**src/rtl/wdu_pkg.sv**
```systemverilog
// Shared types, defaults and the weight reconstruction rule for the weight decode unit.
// Optional build macro WDU_ROUND_EN selects midpoint rounding for outlier weights.
package wdu_pkg;

   localparam int DEF_ROWS     = 8;
   localparam int DEF_ADDR_W   = 6;
   localparam int DEF_COMP_MAX = 3;
   localparam int ROW_W        = $clog2(DEF_ROWS);

   typedef enum logic {
      S_FILL,
      S_DRAIN
   } wdu_state_t;

   // Rebuild an 8-bit weight from a reduced entry and an optional compensation value.
   function automatic logic [7:0] wdu_recon(input logic [4:0] r,
                                            input logic       c_valid,
                                            input logic [2:0] c);
      logic [7:0] w;
      if (!r[4]) begin
         w = {{3{r[3]}}, r[3:0], 1'b0};
      end else if (c_valid) begin
`ifdef WDU_ROUND_EN
         w = {r[3:0], c, 1'b1};
`else
         w = {r[3:0], c, 1'b0};
`endif
      end else begin
`ifdef WDU_ROUND_EN
         w = {r[3:0], 4'b1000};
`else
         w = {r[3:0], 4'b0000};
`endif
      end
      return w;
   endfunction

endpackage

```
**src/rtl/wdu_column_decoder_comp_table.sv**
```systemverilog
// Direct-mapped compensation table: one 3-bit entry per row, bounded entry count,
// sticky overflow flag and a read port that forwards a same-cycle accepted write.
import wdu_pkg::*;

module wdu_column_decoder_comp_table #(
   parameter int ROWS     = DEF_ROWS,
   parameter int COMP_MAX = DEF_COMP_MAX
) (
   input  logic                     clk,
   input  logic                     rst_n,
   input  logic                     i_wr_valid,
   input  logic [$clog2(ROWS)-1:0]  i_wr_row,
   input  logic [2:0]               i_wr_data,
   input  logic                     i_clear,
   input  logic [$clog2(ROWS)-1:0]  i_rd_row,
   output logic                     o_rd_valid,
   output logic [2:0]               o_rd_data,
   output logic                     o_overflow
);

   localparam int CNT_W = $clog2(COMP_MAX + 1);
   localparam logic [CNT_W-1:0] MAX_CNT = CNT_W'(COMP_MAX);

   logic [ROWS-1:0] r_valid;
   logic [2:0]      r_data [ROWS];
   logic [CNT_W-1:0] r_count;
   logic            r_overflow;
   logic            w_accept;
   logic            w_fwd;

   assign w_accept   = i_wr_valid && !i_clear && (r_valid[i_wr_row] || (r_count < MAX_CNT));
   assign w_fwd      = w_accept && (i_wr_row == i_rd_row);
   assign o_rd_valid = r_valid[i_rd_row] | w_fwd;
   assign o_rd_data  = w_fwd ? i_wr_data : r_data[i_rd_row];
   assign o_overflow = r_overflow;

   // Rewriting a row already present never consumes a new slot; only new rows are bounded.
   always_ff @(posedge clk or negedge rst_n) begin
      if (!rst_n) begin
         r_valid    <= '0;
         r_count    <= '0;
         r_overflow <= 1'b0;
         for (int i = 0; i < ROWS; i++) r_data[i] <= '0;
      end else if (i_clear) begin
         r_valid <= '0;
         r_count <= '0;
      end else if (i_wr_valid) begin
         if (r_valid[i_wr_row]) begin
            r_data[i_wr_row] <= i_wr_data;
         end else if (r_count < MAX_CNT) begin
            r_valid[i_wr_row] <= 1'b1;
            r_data[i_wr_row]  <= i_wr_data;
            r_count           <= r_count + CNT_W'(1);
         end else begin
            r_overflow <= 1'b1;
         end
      end
   end

endmodule

```
**src/rtl/wdu_column_decoder.sv**
```systemverilog
// Weight decode unit: collects one column of reduced weights, then drains the
// reconstructed 8-bit weights in row order. Build macro: WDU_ROUND_EN (see wdu_pkg).
import wdu_pkg::*;

module wdu_column_decoder #(
   parameter int ROWS     = DEF_ROWS,
   parameter int ADDR_W   = DEF_ADDR_W,
   parameter int COMP_MAX = DEF_COMP_MAX
) (
   input  logic                     clk,
   input  logic                     rst_n,
   input  logic                     rw_in_valid,
   output logic                     rw_in_ready,
   input  logic [4:0]               rw_in_data,
   input  logic [ADDR_W-1:0]        rw_in_addr,
   input  logic                     comp_in_valid,
   output logic                     comp_in_ready,
   input  logic [$clog2(ROWS)-1:0]  comp_in_row,
   input  logic [2:0]               comp_in_weight,
   output logic                     w_out_valid,
   input  logic                     w_out_ready,
   output logic [7:0]               w_out_data,
   output logic [ADDR_W-1:0]        w_out_addr,
   output logic                     w_out_col_last,
   output logic                     comp_overflow,
   output logic                     order_err
);

   localparam int ROW_BITS = $clog2(ROWS);
   localparam logic [ROW_BITS-1:0] LAST_ROW = ROW_BITS'(ROWS - 1);

   wdu_state_t          r_state;
   wdu_state_t          w_nextState;
   logic                w_inReady;
   logic [4:0]          r_bufData [ROWS];
   logic [ADDR_W-1:0]   r_bufAddr [ROWS];
   logic [ROW_BITS-1:0] r_expRow;
   logic                r_orderErr;
   logic [ROW_BITS-1:0] r_drainRow;
   logic                r_outValid;
   logic [7:0]          r_outData;
   logic [ADDR_W-1:0]   r_outAddr;
   logic                r_outLast;

   logic                w_rwFire;
   logic                w_compFire;
   logic                w_outFire;
   logic [ROW_BITS-1:0] w_beatRow;
   logic [ROW_BITS-1:0] w_loadRow;
   logic                w_load;
   logic                w_drainDone;
   logic                w_compValid;
   logic [2:0]          w_compData;

   assign w_beatRow   = rw_in_addr[ROW_BITS-1:0];
   assign w_rwFire    = rw_in_valid & w_inReady;
   assign w_compFire  = comp_in_valid & w_inReady;
   assign w_outFire   = r_outValid & w_out_ready;
   assign w_loadRow   = (r_state == S_FILL) ? '0 : r_drainRow + ROW_BITS'(1);
   assign w_load      = ((r_state == S_FILL) && w_rwFire && (w_beatRow == LAST_ROW)) ||
                        ((r_state == S_DRAIN) && w_outFire && (r_drainRow != LAST_ROW));
   assign w_drainDone = (r_state == S_DRAIN) && w_outFire && (r_drainRow == LAST_ROW);

   assign rw_in_ready    = w_inReady;
   assign comp_in_ready  = w_inReady;
   assign w_out_valid    = r_outValid;
   assign w_out_data     = r_outData;
   assign w_out_addr     = r_outAddr;
   assign w_out_col_last = r_outLast;
   assign order_err      = r_orderErr;

   wdu_column_decoder_comp_table #(
      .ROWS     (ROWS),
      .COMP_MAX (COMP_MAX)
   ) u_compTable (
      .clk        (clk),
      .rst_n      (rst_n),
      .i_wr_valid (w_compFire),
      .i_wr_row   (comp_in_row),
      .i_wr_data  (comp_in_weight),
      .i_clear    (w_drainDone),
      .i_rd_row   (w_loadRow),
      .o_rd_valid (w_compValid),
      .o_rd_data  (w_compData),
      .o_overflow (comp_overflow)
   );

   always_comb begin
      w_nextState = r_state;
      w_inReady   = 1'b0;
      case (r_state)
         S_FILL: begin
            w_inReady = 1'b1;
            if (w_rwFire && (w_beatRow == LAST_ROW)) w_nextState = S_DRAIN;
         end
         S_DRAIN: begin
            if (w_drainDone) w_nextState = S_FILL;
         end
         default: w_nextState = S_FILL;
      endcase
   end

   always_ff @(posedge clk or negedge rst_n) begin
      if (!rst_n) r_state <= S_FILL;
      else        r_state <= w_nextState;
   end

   // Beats are stored at their own row even when out of order; the expected row just counts beats.
   always_ff @(posedge clk or negedge rst_n) begin
      if (!rst_n) begin
         r_expRow   <= '0;
         r_orderErr <= 1'b0;
         for (int i = 0; i < ROWS; i++) begin
            r_bufData[i] <= '0;
            r_bufAddr[i] <= '0;
         end
      end else if (w_rwFire) begin
         r_bufData[w_beatRow] <= rw_in_data;
         r_bufAddr[w_beatRow] <= rw_in_addr;
         r_expRow             <= r_expRow + ROW_BITS'(1);
         if (w_beatRow != r_expRow) r_orderErr <= 1'b1;
      end
   end

   // Output register loads the next row on column completion or on each handshake, else holds.
   always_ff @(posedge clk or negedge rst_n) begin
      if (!rst_n) begin
         r_outValid <= 1'b0;
         r_outData  <= '0;
         r_outAddr  <= '0;
         r_outLast  <= 1'b0;
         r_drainRow <= '0;
      end else if (w_load) begin
         r_outValid <= 1'b1;
         r_outData  <= wdu_recon(r_bufData[w_loadRow], w_compValid, w_compData);
         r_outAddr  <= r_bufAddr[w_loadRow];
         r_outLast  <= (w_loadRow == LAST_ROW);
         r_drainRow <= w_loadRow;
      end else if (w_drainDone) begin
         r_outValid <= 1'b0;
         r_outLast  <= 1'b0;
      end
   end

endmodule
```
**config.mk**
```make
export PLATFORM = sky130hd
export DESIGN_NAME = wdu_column_decoder
export DESIGN_NICKNAME = d
export VERILOG_FILES = /design/src/rtl/wdu_pkg.sv /design/src/rtl/wdu_column_decoder_comp_table.sv /design/src/rtl/wdu_column_decoder.sv
export SDC_FILE = /design/constraint.sdc
export NUM_CORES = 1
export LEC_CHECK = 0
export BUFFER_PORTS_ARGS = -buffer_cell sky130_fd_sc_hd__buf_2
export CAP_MARGIN = 20
export CORE_MARGIN = 2
export CORE_UTILIZATION = 61
export DETAILED_ROUTE_END_ITERATION = 16
export PLACE_DENSITY = 0.8
export SYNTH_ARGS = -nofsm -noshare
export SYNTH_HDL_FRONTEND = slang
export SYNTH_HIERARCHICAL = 1
export SYNTH_SLANG_ARGS = --single-unit
```
**constraint.sdc**
```tcl
create_clock -name clk -period 3.5 [get_ports clk]
set_input_delay 0.525 -clock clk [delete_from_list [all_inputs] [get_ports clk]]
set_output_delay 0.525 -clock clk [all_outputs]
set_load 0.01 [all_outputs]
```
Word level (Yosys, flattened, before mapping). Cells that the tools add are included. Widths: inputs -> output; s select.

Output and inout port bits: 20. Register bits: 147. Input bits: 22.

Equal/unequal tests: 7. Add/subtract/negate cells: 3. Reductions and logical operators: 23. Bitwise logic cells: 12. $lt $le $gt $ge: 9. Mux-type cells: 45.

Operators by type and width (number): $bwmux 48 (1); $mux 24 (2); $bwmux 40 (1); $mux 8 (4); $bwmux 24 (1); $bmux 6 s3 (1); $demux 6 s3 (1); $mux 6 (3); $bmux 5 s3 (1); $demux 5 s3 (1); $mux 3 (5); $mux 5 (3); $ge 4x4->1 const B (3); $logic_and 1x1->1 (12); $not 3->4 (3); $bmux 3 s3 (1); $demux 3 s3 (1); $eq 3x3->1 const B (3); $mux 1 (9); $lt 3x4->1 const B (2); $lt 4x1->1 const B (2); $mux 2 (4); $or 8x8->8 (1); $reduce_bool 2->1 (4); 21 further kinds (30).

Logic depth before layout (Yosys ltp).
Depth in word-level cells: 10. Gate-level depth with buffers: 12. Depth with buffers taken out: 10.

Cells and area by module. The synthesis kept the hierarchy.

By module, submodules not included: wdu_column_decoder (area an instance 5047.3 µm², instances 1, cells each 379); wdu_column_decoder_comp_table (area an instance 1841.8 µm², instances 1, cells each 145).

Worst setup path before layout. No wires, ideal clock.

Path type: register to register. Start: reg r_drainRow[0]. End: reg r_outData[1], in the netlist w_out_data[1]. Data required time: 3.374 ns. Slack: 0.372 ns. Clock period less this slack: 3.128 ns. Library setup time: 0.126 ns. Data arrival time: 3.002 ns. Buffers on the path: 2. Stages on the path, launching flop included: 10. Cell sequence: dfrtp_1 > ha_1 > buf_4 > nand2_1 > inv_2 > clkbuf_1 > mux4_2 > mux2_2 > mux2_2 > a221o_1.

Cells in the longest elaborated chain, start to end: 9. Elaborated cells between the ends (all ways): 25. Those cells by class: add/sub: 1; eq/ne: 3; mux: 12; bitwise: 2; reduce/logical: 7.

RTL lines: start, declared (RTL line wdu_column_decoder.sv:39) `logic [ROW_BITS-1:0] r_drainRow;`; start signal, assigned (RTL line wdu_column_decoder.sv:138) `r_drainRow <= w_loadRow;`; $add 3x1->3 * (RTL line wdu_column_decoder.sv:59) `assign w_loadRow = (r_state == S_FILL) ? '0 : r_drainRow + ROW_BITS'(1);`; $mux 3 * (RTL line wdu_column_decoder.sv:59); net w_loadRow[1] (RTL line wdu_column_decoder.sv:49) `logic [ROW_BITS-1:0] w_loadRow;`; $not 3->4 (not written as such) (RTL line wdu_column_decoder_comp_table.sv:34) `assign o_rd_data = w_fwd ? i_wr_data : r_data[i_rd_row];`; $bmux 3 s3 (RTL line wdu_column_decoder_comp_table.sv:34); $mux 3 (not written as such) (2 in series) (RTL line wdu_column_decoder_comp_table.sv:34); $mux 3 * (RTL line wdu_column_decoder_comp_table.sv:34); net w_compData[0] (RTL line wdu_column_decoder.sv:53) `logic [2:0] w_compData;`; $mux 4 * (RTL line wdu_pkg.sv:22) `end else if (c_valid) begin`; $mux 7 * (RTL line wdu_pkg.sv:20) `if (!r[4]) begin`; end signal, assigned (RTL line wdu_column_decoder.sv:135) `r_outData <= wdu_recon(r_bufData[w_loadRow], w_compValid, w_compData);`; end, declared (RTL line wdu_column_decoder.sv:41) `logic [7:0] r_outData;`.

Mark *: on every way through the listed nets, which the timed path passes. The rest lies on a longest branch. The select of a mux whose other input is x is not followed. A chain may end at the register's enable or synchronous reset.

Worst setup path in the final report.
Start: reg r_drainRow[0]. End: reg r_outData[2], in the netlist w_out_data[2].

The elaborated chain is that of the path after synthesis.

==> results.cfg <==
[yosys]
syn_avg_cell_area_um2 = 13.1
ys_warn_count = 6
synth_top_cell_by_area = dfrtp_1
netlist_area_mm2 = 0.00689
synth_cell_types = 56
ys_seq_area_frac = 0.530
yosys.area_share.simple = 0.107
yosys-top-cells-area = dfrtp_1, mux2_2, mux4_2, mux2i_1, nor2_1
synth-main-ff-cell = dfrtp_1
muxShareOfSynthArea = 0.258
synth_nets = 550
syn_inst = 524
synth_top_area_share = 0.530
yosys.area_share.adder = 0.00726
synth_edf_count = 0
synth_top_family_by_area = multiplexers
synthXorXnorAreaFrac = 0.0114
synth-compound-area-share = 0.0561
async_flop_share = 1.00
ys_ff_latch = 146

[critical_path]
worst-path-buf-inv = 1
reg2reg_from = r_drainRow[0]
cpMaxStageDelayCell = mux2_2
cp.required_ns = 3.80
critPathLaunch = r_drainRow[0]
crit_chain = ha_1 -> ha_1 -> nand2_1 -> inv_1 -> xnor2_1 -> nand3_1 -> nor3_2 -> mux2_2 -> a221o_1
cp_top_family = adder cells
start_kind = flip-flop
critical_path_peak_fanout = 9
critPathKind = reg -> reg
endpoint_kind = flip-flop
critical_path_arrival_ns = 3.05
cpMostUsedCell = ha_1
max_stage_delay_ns = 0.39

[routing]
vias = 4397
wl_met2_um = 7450
post_drt_wl_per_cell_um = 20.4
antenna_left = 0
wl_met3_um = 691
first_pass_iters = 4
drtIter0Drc = 370
vias_per_cell = 6.09
drc = 0
wirelength_um = 14700
route.top_layer_used = met4
drt-met1-wl_um = 6300

[pwr]
cellLeakagePower_nw = 3.87
intPower_mw = 3.40
power_switching_mw = 1.47
p_seq_frac = 0.377
p_per_area_mw_per_mm2 = 621
clkPwrFrac = 0.374
irDropWorstVdd_mv = 0.459
combPwrFrac = 0.249
switching_share = 0.301

[clock_network]
worstSkewPairLatency_ns = 0.42
cts_root_buffer = clkbuf_16
cts_hold_buf = 0
post_cts_resized = 0
clockBufferDepth = 2
numCtsBuffers = 17
cts_tree = yes
cts.htree.levels = 4
cts_setup_buffers = 0
cts.sinks = 146
cts.reportedPaths.clkPinSlew_ns = 0.06

[sta]
clock-skew-final_ns = 0.00634
fmax_mhz = 363
setup_violations = 0
period_needed_ns = 2.75
timing.hold.ws_ns = 0.380
worst_pin_slew_ns = 0.747
finalCritPeriodShare = 0.786
setup_ws_ns = 0.748
slew_headroom = 0.500
hold_violations = 0
rsz0062_at_grt = no
tns_ns = 0
slew_violations = 0

[floorplanning]
die_height_um = 110
num_io_pins = 42
dieWidth_um = 110
rows = 38
die_area_mm2 = 0.0122
start_util = 0.630
coreArea_mm2 = 0.0109

[layout]
drive_above_1_share = 0.383
nFillCells = 736
diodes = 0
nets = 595
area_delta_synth_final_pct = 13.9

[global_routing]
grt_pass1_vias = 4636
grt_max_degree = 128
grt_pass1_wl_um = 24300
grt_overflow = 0
antenna_found_initial = 0
grt_usage = 0.271

[place]
dpl_worst_slack_ns = 0.643
io_buffer_count = 40
gp_congestion = 0.906
hpwlAfterDp_um = 9670

[outcome]
status = complete, no violations

[min_path]
hold_start = w_out_ready
min_path_type = in -> reg

[job]
cap_violations = 0
==> per-stage QoR <==
step	cells	instance area (µm²)	total power, mW	utilization
finish	722	7850	4.87	0.718
global route	722	7850	5.09	0.718
CTS	720	7810	4.89	0.714
detailed placement	688	7210	3.06	0.659
global placement	688	7210	3.03	0.659
floorplan	524	6890	2.77	-
==> cells by family (layout without fill, tap and decap cells) <==
kind of cell | count (synthesis) | count (layout)
flip-flops | 146 | 146
multiplexers | 142 | 142
AND/OR/NAND/NOR | 134 | 134
AO/OA/AOI/OAI | 50 | 50
buffers and inverters | 38 | 96
XOR/XNOR | 9 | 9
adder cells (fa/ha/maj) | 4 | 4
other | 1 | 1
==> power groups by stage <==
stage | clock, mW | sequential, mW | combinational (mW)
after floorplan | 0 | 1.88 | 0.886
after global placement | 0 | 1.86 | 1.17
after detailed placement | 0 | 1.87 | 1.20
after CTS | 1.84 | 1.84 | 1.21
after global routing | 1.92 | 1.85 | 1.32
final | 1.82 | 1.84 | 1.21
==> registers in the layout, summed over array words and instances, names as in the netlist <==
name / count
r_bufAddr: 48
r_bufData: 40
u_compTable/r_data: 24
u_compTable/r_valid: 8
w_out_data: 7
w_out_addr: 6
r_drainRow: 3
r_expRow: 3
u_compTable/r_count: 2
order_err: 1
r_state: 1
u_compTable/o_overflow: 1
w_out_col_last: 1
w_out_valid: 1
==> cells in the mapped netlist (all sizes together) (2+ instances only) <==
cell type and instances:
dfrtp 146, mux2 96, nor2 31, buf 28, mux2i 27, nand2 24, mux4 19, and2 14
o21ai 13, nor2b 11, or2 10, a221o 9, a21oi 8, nand2b 8, nand3b 8, xnor2 8
inv 7, nand3 7, nor3 6, nor3b 5, ha 4, o22ai 4, a41oi 3, and4 3
clkbuf 3, a211oi 2, a21o 2, a31oi 2, or3 2
==> final timing paths <==
path | endpoint | slack (ns) | depth (start not counted)
setup / recovery | w_out_data[2] | 0.75 | 9
hold / removal | w_out_valid | 0.38 | 4
setup reg to reg | w_out_data[2] | 0.75 | 9
hold reg to reg | order_err | 0.46 | 1
max in group asynchronous | order_err | 1.94 | 4
min in group asynchronous | u_compTable/r_data[20] | 0.52 | 2
==> cell usage in the layout, fill, tap and decap left out, types with 6 or more instances in the layout <==
cell type    n
nor2_1      30
nor2b_1     11
o21ai_0      7
nand3_1      7
a21oi_1      8
buf_4       15
nand2_1     24
or2_2        9
clkbuf_16   17
o21ai_1      6
xnor2_1      8
nand2b_1     8
mux4_2      19
mux2_2      96
nand3b_1     8
and2_1      12
mux2i_1     27
buf_2       39
dfrtp_1    146
a221o_1      9
==> final cells by class <==
| cell class | count | area (µm²) | area share |
|---|---|---|---|
| flip-flops and latches | 146 | 3650 | 0.465 |
| well taps | 140 | 175 | 0.0223 |
| clock inverters | 11 | 125 | 0.0159 |
| clock buffers | 21 | 480 | 0.0612 |
| repair buffers | 57 | 357 | 0.0454 |
| multi-input cells | 340 | 3030 | 0.386 |
| inverters | 7 | 26.3 | 0.00335 |
==> worst reg2reg max path: cells and delay by family, from the launching register on <==
| kind | cells | cell delay (ns) |
|---|---|---|
| compound gates | 1 | 0.32 |
| xor+xnor | 1 | 0.17 |
| fa+ha+maj | 2 | 0.57 |
| buf+inv | 1 | 0.28 |
| flops | 1 | 0.38 |
| mux | 1 | 0.39 |
| simple gates | 3 | 0.54 |
==> layer usage <==
metal	GRT usage	vias up
li1	-	1978
met1	0.364	2260
met2	0.438	133
met3	0.0623	26
met4	0.0920	0
met5	0	-
(Power assumes the default switching activity.)
